===== src/rtl/sn54170_fifo_ctrl.sv =====
// FIFO controller wrapping an external sn54170 4x4 register file.
// Four words live in the file; a fifth sits in the registered m_data stage.
module sn54170_fifo_ctrl (
  input  logic       clk,
  input  logic       reset_n,
  input  logic [3:0] s_data,
  input  logic       s_valid,
  output logic       s_ready,
  output logic [3:0] m_data,
  output logic       m_valid,
  input  logic       m_ready,
  output logic [3:0] rf_data_in,
  output logic       rf_wr_enb,
  output logic [1:0] rf_wr_sel,
  output logic       rf_rd_enb,
  output logic [1:0] rf_rd_sel,
  input  logic [3:0] rf_data_out,
  output logic [2:0] count,
  output logic       full,
  output logic       empty
);

  localparam int unsigned DW    = 4;
  localparam int unsigned AW    = 2;
  localparam int unsigned CW    = 3;
  localparam int unsigned DEPTH = 4;

  logic [AW-1:0] wr_ptr_q, wr_ptr_d;
  logic [AW-1:0] rd_ptr_q, rd_ptr_d;
  logic [CW-1:0] count_q, count_d;
  logic [DW-1:0] m_data_q, m_data_d;
  logic          m_valid_q, m_valid_d;
  logic          push, load;

  // Handshake and register-file strobes, all decoded from registered state.
  always_comb begin
    full       = (count_q == CW'(DEPTH));
    empty      = (count_q == CW'(0));
    s_ready    = !full && reset_n;
    push       = s_valid && s_ready;
    load       = !empty && (!m_valid_q || m_ready);
    rf_wr_enb  = push;
    rf_wr_sel  = wr_ptr_q;
    rf_data_in = s_data;
    rf_rd_enb  = !empty;
    rf_rd_sel  = rd_ptr_q;
    count      = count_q;
    m_data     = m_data_q;
    m_valid    = m_valid_q;
  end

  // Next-state: a word written this cycle is only loadable from the next one.
  always_comb begin
    wr_ptr_d  = wr_ptr_q;
    rd_ptr_d  = rd_ptr_q;
    m_data_d  = m_data_q;
    m_valid_d = m_valid_q;
    count_d   = count_q + CW'(push) - CW'(load);
    if (push) begin
      wr_ptr_d = wr_ptr_q + AW'(1);
    end
    if (load) begin
      m_data_d  = rf_data_out;
      m_valid_d = 1'b1;
      rd_ptr_d  = rd_ptr_q + AW'(1);
    end else if (m_valid_q && m_ready) begin
      m_valid_d = 1'b0;
    end
  end

  always_ff @(posedge clk) begin
    if (!reset_n) begin
      wr_ptr_q  <= '0;
      rd_ptr_q  <= '0;
      count_q   <= '0;
      m_data_q  <= '0;
      m_valid_q <= 1'b0;
    end else begin
      wr_ptr_q  <= wr_ptr_d;
      rd_ptr_q  <= rd_ptr_d;
      count_q   <= count_d;
      m_data_q  <= m_data_d;
      m_valid_q <= m_valid_d;
    end
  end

endmodule


===== config.mk =====
export PLATFORM = sky130hd
export DESIGN_NAME = sn54170_fifo_ctrl
export DESIGN_NICKNAME = d
export VERILOG_FILES = /design/src/rtl/sn54170_fifo_ctrl.sv
export SDC_FILE = /design/constraint.sdc
export NUM_CORES = 1
export LEC_CHECK = 0
export ABC_AREA = 0
export CORE_ASPECT_RATIO = 0.75
export CORE_MARGIN = 5
export CORE_UTILIZATION = 33
export DETAILED_ROUTE_END_ITERATION = 10
export GPL_TIMING_DRIVEN = 0
export PLACE_DENSITY_LB_ADDON = 0.3
export SYNTH_ARGS = -nofsm -noshare
export SYNTH_HDL_FRONTEND = slang
export SYNTH_SLANG_ARGS = --single-unit
export TNS_END_PERCENT = 30

===== constraint.sdc =====
create_clock -name clk -period 2.1 [get_ports clk]
set_input_delay 0.21 -clock clk [delete_from_list [all_inputs] [get_ports clk]]
set_output_delay 0.21 -clock clk [all_outputs]
set_load 0.005 [all_outputs]

==> impl_metrics.json <==
{
  "clk_pin_slew_ns": 0.07,
  "crit_path_top_delay_cell": "dfxtp_4",
  "grt_max_degree": 11,
  "core_area_mm2": 0.00172,
  "synth_area_leaders": "dfxtp_1 (41%), mux2i_1 (10%), nand2_1 (7.0%)",
  "pin_count": 33,
  "crit_path_start_kind": "flop",
  "fmax_mhz": 503,
  "grt_pass1_wl_um": 2110,
  "p_leak_nw": 0.417,
  "final_cell_count_no_fill": 121,
  "ys_seq_area_frac": 0.405,
  "layout_min_cycle_time_ns": 1.99,
  "fin_area_um2": 971,
  "chipWidth_um": 59.0,
  "syn-instance-count": 65,
  "power_mw": 1.21,
  "place_inst": 114,
  "antenna_found_initial": 0,
  "clock_sinks": 12,
  "synth_largest_area_cell": "dfxtp_1",
  "die_h_um": 46.7,
  "timing.final.ws_setup_ns": 0.110,
  "cts_tree": "built",
  "cts_made_buffers": 3,
  "via_per_inst": 4.59,
  "drt_first_iter_violations": 7,
  "port_buffers": 27,
  "ys_ff_latch": 12,
  "die_area_mm2": 0.00275,
  "relSlewSlack": 0.737,
  "synth_top_area_frac": 0.405,
  "crit_type": "flop to flop",
  "clock_skew_ns": 0.00148,
  "crit_chain": "nor3_4 -> nor2_4 -> ha_1 -> inv_1 -> ha_1 -> inv_1 -> fa_2 -> xnor2_1 -> xnor2_1 -> and2_1",
  "post-route-period-util": 0.948,
  "antenna_cells": 0,
  "rows": 13,
  "fill_cells": 170,
  "holdBufCountCts": 0,
  "area_delta_synth_final_pct": 63.7,
  "route.detailed.drc": 0,
  "utilization": 0.563,
  "multi_input_area_um2": 314,
  "place_hpwl_um": 1020,
  "post-place-ws_ns": -0.332,
  "max_cap_violations": 0,
  "drtPass1Iterations": 4,
  "synth_nets": 80,
  "overflow": 0,
  "setup_violations": 0,
  "num-nets-final": 116,
  "wl_per_cell_um": 11.2,
  "crit_family": "adder cells",
  "clk-insertion-delay-late_ns": 0.26,
  "final_hold_viol_count": 0,
  "ctsLongestPathBuffers": 2,
  "htreeDepth": 1,
  "drv_slew": 0,
  "drive_above_1_share": 0.182,
  "ant_nets": 0,
  "avgSynthCellArea_um2": 9.12,
  "cp_max_fo": 5,
  "end_kind": "flop",
  "cp.arrival_ns": 2.15,
  "critPathMaxStageDelay_ns": 0.37,
  "start_util": 0.344,
  "worstPathRequired_ns": 2.26,
  "vias": 555,
  "grt_util_all_layers": 0.104,
  "powerDensity_mw_per_mm2": 1250,
  "hold_path_class": "primary input to flop",
  "vdd_ir_drop_max_v": 0.000659,
  "placed_area_um2": 906,
  "timing.critical_path.buf_inv": 2,
  "yosysWarnings": 0,
  "tightest_slew_ns": 0.394,
  "regArea_um2": 246,
  "syn-cell-area_um2": 593,
  "drt_wl_total_um": 1350,
  "synth.distinct_cells": 23,
  "status": "finished, final reports clean",
  "place.gp.congestion": 0.700,
  "cts_root_buffer": "clkbuf_4",
  "grt_pass1_vias": 547
}
[Yosys cell counts]
library cell	instances
and3_1	1
buf_4	4
dfxtp_1	12
or3b_1	1
fa_1	1
o21ai_0	1
xnor2_1	2
ha_1	2
or3_1	1
clkbuf_1	2
mux2i_1	6
or4_1	1
nor2b_1	2
nand2b_1	2
nor2_2	1
a21boi_1	2
nand2_1	11
o31ai_1	1
nand3_1	1
and2_1	3
o21a_1	1
inv_1	6
nor3_2	1
[final timing paths]
kind | start | end | slack [ns] | cells past startpoint
max reg2reg | count[1] | count[2] | 0.11 | 10
min reg2reg | m_data[3] | m_data[3] | 0.46 | 2
min | reset_n | m_valid | 0.34 | 2
max | count[1] | count[2] | 0.11 | 10
[flip-flops by register name (all words and copies together) (netlist names)]
signal,cells
m_data,4
count,3
rf_rd_sel,2
rf_wr_sel,2
m_valid,1
[where the power goes]
group	switching [mW]	total [mW]	internal, mW
Combinational	0.249	0.690	0.440
Sequential	0.0731	0.388	0.315
Clock	0.0679	0.134	0.0662
Total	0.390	1.21	0.821
[final cells by class]
| cell class | instances | area share |
|---|---|---|
| sequential | 12 | 0.254 |
| inverter | 6 | 0.0232 |
| timing repair buffer | 31 | 0.309 |
| multi-input combinational | 41 | 0.323 |
| clock buffer | 3 | 0.0232 |
| buffer | 6 | 0.0387 |
| tap | 22 | 0.0284 |
[repair_timing]
action | 4_1_cts | 5_1_grt
setup endpoints to repair | 1 | 1
buffers inserted | 1 | 3
pin swaps | 2 | 2
resized for setup | 3 | 2
[metrics by stage]
| stage | hold WS, ns | TNS [ns] |
|---|---|---|
| after floorplan | 0.352 | 0 |
| after global placement | 0.440 | -0.315 |
| after detailed placement | 0.453 | -0.375 |
| after CTS | 0.341 | 0 |
| final | 0.344 | 0 |
| after global routing | 0.354 | -0.00891 |
[kinds of logic after synthesis]
family	share of synthesized area
AO/OA/AOI/OAI	0.0591
XOR/XNOR	0.0295
adder cells (fa/ha/maj)	0.0759
buffers and inverters	0.101
flip-flops	0.405
multiplexers	0.101
AND/OR/NAND/NOR	0.228
[cell usage in the layout (no fill, tap or decap)]
master	n
clkdlybuf4s50_1	27
o21a_1	1
o31ai_1	1
nor2b_1	1
clkbuf_1	2
nand3_1	1
a21boi_1	2
ha_1	2
nor3_4	1
fa_2	1
or4_1	1
dfxtp_2	2
and2_1	3
xnor2_1	2
and3_1	1
o21ai_0	1
mux2i_1	6
buf_4	8
dfxtp_1	9
inv_1	6
nand2b_1	2
nand2_1	11
dfxtp_4	1
clkbuf_4	3
or3b_1	1
nor2_4	1
nor2b_4	1
or3_1	1
[per-layer routing]
layer	track usage	wire length, µm
met1	0.103	552
met2	0.192	652
met3	0.0588	149
met4	0.0271	0
met5	0	0
Power figures use the tool's default switching activity.
